===== config.mk =====
export PLATFORM = sky130hd
export DESIGN_NAME = keypad_scan_flat
export DESIGN_NICKNAME = d
export VERILOG_FILES = /design/src/rtl/keypad_scan_if.sv /design/src/rtl/keypad_scan.sv /design/src/flat_wrapper.sv
export SDC_FILE = /design/constraint.sdc
export NUM_CORES = 1
export LEC_CHECK = 0
export ABC_CLOCK_PERIOD_IN_PS = 5600
export CAP_MARGIN = 20
export CORE_AREA = 2 2 73 75
export DETAILED_ROUTE_END_ITERATION = 12
export DIE_AREA = 0 0 75 77
export GPL_TIMING_DRIVEN = 0
export PLACE_DENSITY = 0.72
export SLEW_MARGIN = 20
export SYNTH_ARGS = -nofsm -noshare
export SYNTH_HDL_FRONTEND = slang
export SYNTH_SLANG_ARGS = --single-unit

===== constraint.sdc =====
create_clock -name clk -period 5.6 [get_ports clk]
set_clock_uncertainty 0.05 [all_clocks]
set_input_delay 0.56 -clock clk [delete_from_list [all_inputs] [get_ports clk]]
set_output_delay 0.56 -clock clk [all_outputs]
set_load 0.05 [all_outputs]

===== src/rtl/keypad_scan_if.sv =====
// Keypad scanner signal bundle: raw columns in, row drive and latched key code out.
interface keypad_scan_if;
   logic [3:0] col_in;
   logic [3:0] row_out;
   logic [3:0] key_r;
   logic [3:0] key_c;
   logic       startSet;

   modport master (input col_in, output row_out, key_r, key_c, startSet);
   modport slave  (output col_in, input row_out, key_r, key_c, startSet);
endinterface


===== src/rtl/keypad_scan.sv =====
// 4x4 keypad row scanner with press/release debounce; strobe rises (DEBOUNCE_CNT-1)*SCAN_DIV+2
// cycles after capture. No backpressure: the decoder must sample key_r/key_c on the startSet edge.
module keypad_scan #(
   parameter int SCAN_DIV     = 50000,
   parameter int DEBOUNCE_CNT = 4,
   parameter int STROBE_LEN   = 8
) (
   input  logic         clk,
   input  logic         rst_n,
   keypad_scan_if.master kp
);

   localparam int DW = (SCAN_DIV > 1) ? $clog2(SCAN_DIV) : 1;
   localparam int CW = $clog2(DEBOUNCE_CNT + 1);
   localparam int SW = (STROBE_LEN > 1) ? $clog2(STROBE_LEN) : 1;

   typedef enum logic [2:0] {SCAN, DEBOUNCE, SETUP, STROBE, RELEASE} state_t;

   state_t        state;
   logic [3:0]    sync1, col_s;
   logic [DW-1:0] div;
   logic          tick;
   logic          valid;
   logic [3:0]    row_q, cand_r, cand_c, key_r_q, key_c_q;
   logic [CW-1:0] cnt, rcnt;
   logic [SW-1:0] scnt;
   logic          strobe_q;

   assign tick  = (div == DW'(SCAN_DIV - 1));
   // A valid press is exactly one column pulled low.
   assign valid = $onehot(~col_s);

   assign kp.row_out  = row_q;
   assign kp.key_r    = key_r_q;
   assign kp.key_c    = key_c_q;
   assign kp.startSet = strobe_q;

   always_ff @(posedge clk or negedge rst_n) begin
      if (!rst_n) begin
         sync1 <= 4'hF;
         col_s <= 4'hF;
      end else begin
         sync1 <= kp.col_in;
         col_s <= sync1;
      end
   end

   always_ff @(posedge clk or negedge rst_n) begin
      if (!rst_n)
         div <= '0;
      else if (tick)
         div <= '0;
      else
         div <= div + DW'(1);
   end

   always_ff @(posedge clk or negedge rst_n) begin
      if (!rst_n) begin
         state    <= SCAN;
         row_q    <= 4'b1110;
         cand_r   <= 4'hF;
         cand_c   <= 4'hF;
         key_r_q  <= 4'hF;
         key_c_q  <= 4'hF;
         cnt      <= '0;
         rcnt     <= '0;
         scnt     <= '0;
         strobe_q <= 1'b0;
      end else begin
         case (state)
            SCAN: begin
               if (tick) begin
                  if (valid) begin
                     cand_r <= row_q;
                     cand_c <= col_s;
                     cnt    <= CW'(1);
                     state  <= DEBOUNCE;
                  end else begin
                     row_q <= {row_q[2:0], row_q[3]};
                  end
               end
            end
            DEBOUNCE: begin
               if (cnt == CW'(DEBOUNCE_CNT)) begin
                  key_r_q <= cand_r;
                  key_c_q <= cand_c;
                  cnt     <= '0;
                  state   <= SETUP;
               end else if (tick) begin
                  if (col_s == cand_c) begin
                     cnt <= cnt + CW'(1);
                  end else begin
                     cnt   <= '0;
                     row_q <= {row_q[2:0], row_q[3]};
                     state <= SCAN;
                  end
               end
            end
            // Codes already settled; the strobe edge comes one cycle later.
            SETUP: begin
               strobe_q <= 1'b1;
               scnt     <= '0;
               state    <= STROBE;
            end
            STROBE: begin
               if (scnt == SW'(STROBE_LEN - 1)) begin
                  strobe_q <= 1'b0;
                  rcnt     <= '0;
                  state    <= RELEASE;
               end else begin
                  scnt <= scnt + SW'(1);
               end
            end
            RELEASE: begin
               if (tick) begin
                  if (col_s == 4'hF) begin
                     if (rcnt == CW'(DEBOUNCE_CNT - 1)) begin
                        rcnt  <= '0;
                        row_q <= {row_q[2:0], row_q[3]};
                        state <= SCAN;
                     end else begin
                        rcnt <= rcnt + CW'(1);
                     end
                  end else begin
                     rcnt <= '0;
                  end
               end
            end
            default: state <= SCAN;
         endcase
      end
   end

endmodule


===== src/flat_wrapper.sv =====
// flat-port wrapper written by rule: the top's interface ports become plain ports
module keypad_scan_flat 
#(
   parameter int SCAN_DIV     = 50000,
   parameter int DEBOUNCE_CNT = 4,
   parameter int STROBE_LEN   = 8
)
  (clk, rst_n, kp_col_in, kp_row_out, kp_key_r, kp_key_c, kp_startSet);
  keypad_scan_if kp_i ();
  input  logic clk;
  input  logic rst_n;
  input wire logic [$bits(kp_i.col_in)-1:0] kp_col_in;
  output wire logic [$bits(kp_i.row_out)-1:0] kp_row_out;
  output wire logic [$bits(kp_i.key_r)-1:0] kp_key_r;
  output wire logic [$bits(kp_i.key_c)-1:0] kp_key_c;
  output wire logic [$bits(kp_i.startSet)-1:0] kp_startSet;
  assign kp_i.col_in = kp_col_in;
  assign kp_row_out = kp_i.row_out;
  assign kp_key_r = kp_i.key_r;
  assign kp_key_c = kp_i.key_c;
  assign kp_startSet = kp_i.startSet;
  keypad_scan #(.SCAN_DIV(SCAN_DIV), .DEBOUNCE_CNT(DEBOUNCE_CNT), .STROBE_LEN(STROBE_LEN)) u_core (.clk(clk), .rst_n(rst_n), .kp(kp_i));
endmodule

# After elaboration in Yosys (flattened, before gate mapping)
# Cells that the tools add are included.
# totals
register_bits	57
input_bits	6
out_inout_bits	13
word_cells	91
# classes
add_sub_neg	7
n_eq_ne	24
n_mux	33
n_bitwise	1
reduce_logical	13
# op_table
op	n
$mux W3	17
$mux W4	8
$pmux W3 S2	3
$add A16 B1 Y16 const B	1
$eq A16 B16 Y1 const B	1
$mux W16	1
$pmux W3 S5	1
$ne A2 B1 Y1 const B	7
$pmux W4 S3	1
$add A3 B1 Y3 const B	3
$eq A3 B2 Y1 const B	3
$eq A3 B3 Y1 const B	3
$reduce_and A9 Y1	1
$ne A2 B2 Y1 const B	4
$reduce_and A8 Y1	1
$eq A3 B1 Y1 const B	2
$reduce_and A2 Y1	3
$reduce_and A3 Y1	2
$reduce_bool A2 Y1	3
$add A1 B1 Y2	2
$eq A4 B4 Y1	1
$eq A4 B4 Y1 const B	1
$not A4 Y4	1
$reduce_and A4 Y1	1
7 further kinds	7

# Logic depth before layout (Yosys ltp)
# logic_depth
word_depth	7
mapped_depth	9
depth_no_buf	9

# Worst setup path after synthesis
# No wires, ideal clock.
# synth_path
kind	flip-flop to flip-flop
start	register u_core.col_s[0]
end	register u_core.cand_c[0]
setup_time_ps	82
arrival_ps	2485
t_required_ps	5468
slack_ps	2982
path_stages_with_launch	9
n_path_buf	1
synth_period_minus_slack_ps	2618
cell_sequence	dfstp_2 > inv_1 > ha_1 > ha_1 > fa_1 > nor3b_1 > and4b_1 > buf_6 > mux2_2
# synth_via
elab_chain_len	5
# synth_rtl
item	line	source
start, declared	keypad_scan.sv:20	logic [3:0] sync1, col_s;
start signal, assigned	keypad_scan.sv:44	col_s <= sync1;
$not A4 Y4	keypad_scan.sv:31	assign valid = $onehot(~col_s);
$add A1 B1 Y2 (implied by the code)	keypad_scan.sv:31	
$add A3 B3 Y3 (implied by the code)	keypad_scan.sv:31	
$eq A3 B1 Y1	keypad_scan.sv:31	
$reduce_and A3 Y1 (no line)	n/a	
end signal, assigned	keypad_scan.sv:75	cand_c <= col_s;
end, declared	keypad_scan.sv:24	logic [3:0] row_q, cand_r, cand_c, key_r_q, key_c_q;
# Several ways; a longest one is shown, not always the timed one.
# A chain may end at the register's enable or synchronous reset.

# Worst setup path after layout
# Same ends and word-level chain as after synthesis.

==> results by group <==
Outcome
  • Status: finished clean

Critical path
  • CP top delay family: adder cells
  • Most used cell along the critical path: ha_1
  • Kind of critical path: register to register
  • Critical path launch point type: register
  • WP data required: 5.81 ns
  • R2R setup slack: 2.68 ns
  • Largest stage delay, worst path: 0.57 ns
  • CP max stage cell: dfstp_2
  • Worst Path Arrival: 3.13 ns
  • WP buf/inv: 2
  • Worst R2R Path Depth: 8
  • Worst r2r src: u_core.col_s[0]
  • Peak fanout along the critical path: 8
  • Crit path cell chain: inv_1 -> ha_1 -> ha_1 -> fa_1 -> nor3b_1 -> and4b_1 -> buf_6 -> mux2_2
  • Crit. End Element: register
  • Worst reg2reg endpoint: u_core.cand_c[0]

Pwr
  • Gate power share: 2.7%
  • Net Sw Frac: 22.71%
  • Flop pwr share: 49.1%
  • Clock Power Share: 48.3%
  • Power Density: 273.1 nW/um^2
  • Internal power: 661.9 uW
  • Max VDD drop: 0.2383 mV
  • Leak Pwr: 1.360 nW
  • Sw power: 194.5 uW

Layout
  • Share of cells above drive strength 1: 27.67%
  • # diodes: 0
  • Syn-to-layout area delta: 18.38%
  • Fill count: 397
  • Most common cell after layout, fill and taps aside: dfrtp_1
  • Nets: 266
  • Commonest cells after routing, fill and taps aside: dfrtp_1 (30), dfstp_2 (27), nor2_1 (21)

Detailed routing
  • Post-route ant nets: 0
  • Vias: 1700
  • Final WL: 4637 microns
  • DRC violations left: 0
  • Drt pass-1 iters: 4
  • 1st-iter DRT viols: 115
  • Vias/cell: 5.263
  • WL/cell: 14.36 microns

Timing
  • Fmax: 342.9 MHz
  • Final hold vios: 0
  • Slew HR: 51.24%
  • Setup TNS: 0 ns
  • Setup-failing EPs final: 0
  • Final hold slack: 0.2226 ns
  • Worst slew pin tran: 0.7287 ns
  • Slew Viols, Final: 0
  • Fin crit share: 52.08%
  • Unrepaired setup endpoints after global routing: no
  • Min Tclk post-route: 2.916 ns

Synth
  • Post-synth ARST share: 100.0%
  • Cells after Synth: 219
  • Synth top area share: 28.34%
  • Post-synth top area cell: dfrtp_1
  • Synth Net Count: 237
  • #FFs+latches synth: 57
  • Register area share after synthesis: 55.13%
  • Post-Syn Area: 2649 sq um
  • Top FF cell, synth: dfrtp_1
  • Synth area leaders: dfrtp_1 (28%), dfstp_2 (27%), mux2_2 (8.5%)
  • Yosys warning count: 0
  • Number of flops mapped to enable cells by yosys: 0
  • Avg Cell Area, Syn: 12.09 sq um
  • Distinct cells, synth: 44

Floorplanning
  • CORE AREA: 4977 sq um
  • Die Area: 5775 sq um
  • Initial Utilization: 53.22%
  • Row count: 26
  • Die height: 77 microns
  • Num ports: 19
  • Die Wd: 75 microns

Global routing
  • Gr ovfl total: 0
  • Global-route wire length before repair: 8079 microns
  • Gr busiest metal: met2
  • Global-route usage over all layers: 18.75%
  • Initial antenna violation count: 0
  • Global Route met2 Usage: 26.84%
  • GR Util met3: 6.307%
  • Vias in the first global route: 1701
  • Largest net degree at the start of global routing: 58
  • GR Layer Usage met1: 26.33%

Placed design
  • Input/output buffers: 18
  • Post-DP HPWL: 3076 microns
  • GP Congestion: 0.7353

CTS
  • Post-CTS setup buffers: 0
  • Resize count post-CTS: 0
  • CTS tree: yes
  • Clk root buf: clkbuf_8
  • Total CTS buffers: 9
  • Skew-Pair Late Insertion Delay: 0.34 ns
  • Max Root-Sink Buffers: 2
  • Cts hold-fix bufs: 0
  • Num Clock Sinks: 57
  • Clock Pin Slew Worst Setup and Hold Paths: 0.07 ns
  • Htree depth: 3

Flow run
  • Max_cap viols: 0

Worst hold path
  • Class of the worst hold path: primary input to async pin
through the flow:
step                      setup WS [ns]  cells  instance area, sq um  util (%)  total power, mW
after floorplan                   2.982    219                  2649         -           0.4365
after global placement            2.231    307                  2917     58.60           0.4502
after detailed placement          2.697    307                  2914     58.55           0.4511
after CTS                         2.679    323                  3136     63.00           0.8641
after global routing              2.549    323                  3136     63.00           0.8914
final                             2.684    323                  3136     63.00           0.8564
power by group through the flow:
| stage | clock network (mW) | logic, mW | registers [mW] |
|---|---|---|---|
| floorplan | 0 | 0.0100 | 0.426 |
| global placement | 0 | 0.0233 | 0.427 |
| detailed placement | 0 | 0.0241 | 0.427 |
| CTS | 0.420 | 0.0239 | 0.420 |
| global route | 0.444 | 0.0267 | 0.420 |
| finish | 0.413 | 0.0230 | 0.420 |
cells by family after synthesis:
family                     synth area share (%)
and+or+nand+nor                           14.55
DFF                                       55.13
AOI/OAI and AO/OA                         6.991
muxes                                     9.731
xor gates and xnor gates                  4.960
buffers and inverters                     2.693
adders and majority gates                 5.952
cell type report:
cell class                 count  area (sq um)  share of cell area, %
inverter                      10         37.54                  1.197
multi-input combinational    147          1117                  35.63
clock buffer                  10         148.9                  4.749
buffer                         5         33.78                  1.077
sequential                    57          1460                  46.57
clock inverter                 6         72.57                  2.314
tap                           70         87.58                  2.793
timing repair buffer          18         177.7                  5.666
routing by layer:
metal / vias to the layer above / wire length [microns] / share of wire [%]
met1: 838 / 2278 / 49
met4: 0 / 49 / 1.1
met2: 20 / 2163 / 47
met5: - / 0 / 0
met3: 7 / 145 / 3.1
li1: 835 / - / -
worst max path at each step:
stage / from / end / slack (ns) / cells after the start
finish: u_core.col_s[0] / u_core.cand_c[0] / 2.68 / 8
global route: u_core.col_s[0] / u_core.cnt[1] / 2.55 / 9
CTS: u_core.col_s[0] / u_core.cand_c[0] / 2.68 / 8
detailed placement: u_core.col_s[0] / u_core.cand_r[3] / 2.70 / 8
global placement: rst_n / u_core.kp.row_out[0] / 2.23 / 1
floorplan: u_core.col_s[0] / u_core.cand_c[0] / 2.98 / 8
cell usage after synthesis, drive strengths merged (2+ instances only):
cell / instances
xnor2: 9
and4b: 2
o21ai: 9
xor2: 6
o22ai: 3
inv: 10
buf: 2
nand3: 7
dfrtp: 30
clkbuf: 3
dfstp: 27
nand2: 13
nor2: 22
nand4: 7
mux2: 22
a22oi: 2
ha: 11
o211ai: 2
or4b: 2
and2: 2
a21oi: 6
and3: 4
and4: 2
sequential cells by signal, indices dropped and copies added, names as in the netlist:
| register | count |
|---|---|
| u_core.div | 16 |
| u_core.cand_c | 4 |
| u_core.cand_r | 4 |
| u_core.col_s | 4 |
| u_core.kp.key_c | 4 |
| u_core.kp.key_r | 4 |
| u_core.kp.row_out | 4 |
| u_core.sync1 | 4 |
| u_core.cnt | 3 |
| u_core.rcnt | 3 |
| u_core.scnt | 3 |
| u_core.state | 3 |
| u_core.kp.startSet | 1 |
No activity file was read; power rests on OpenSTA's default activity.
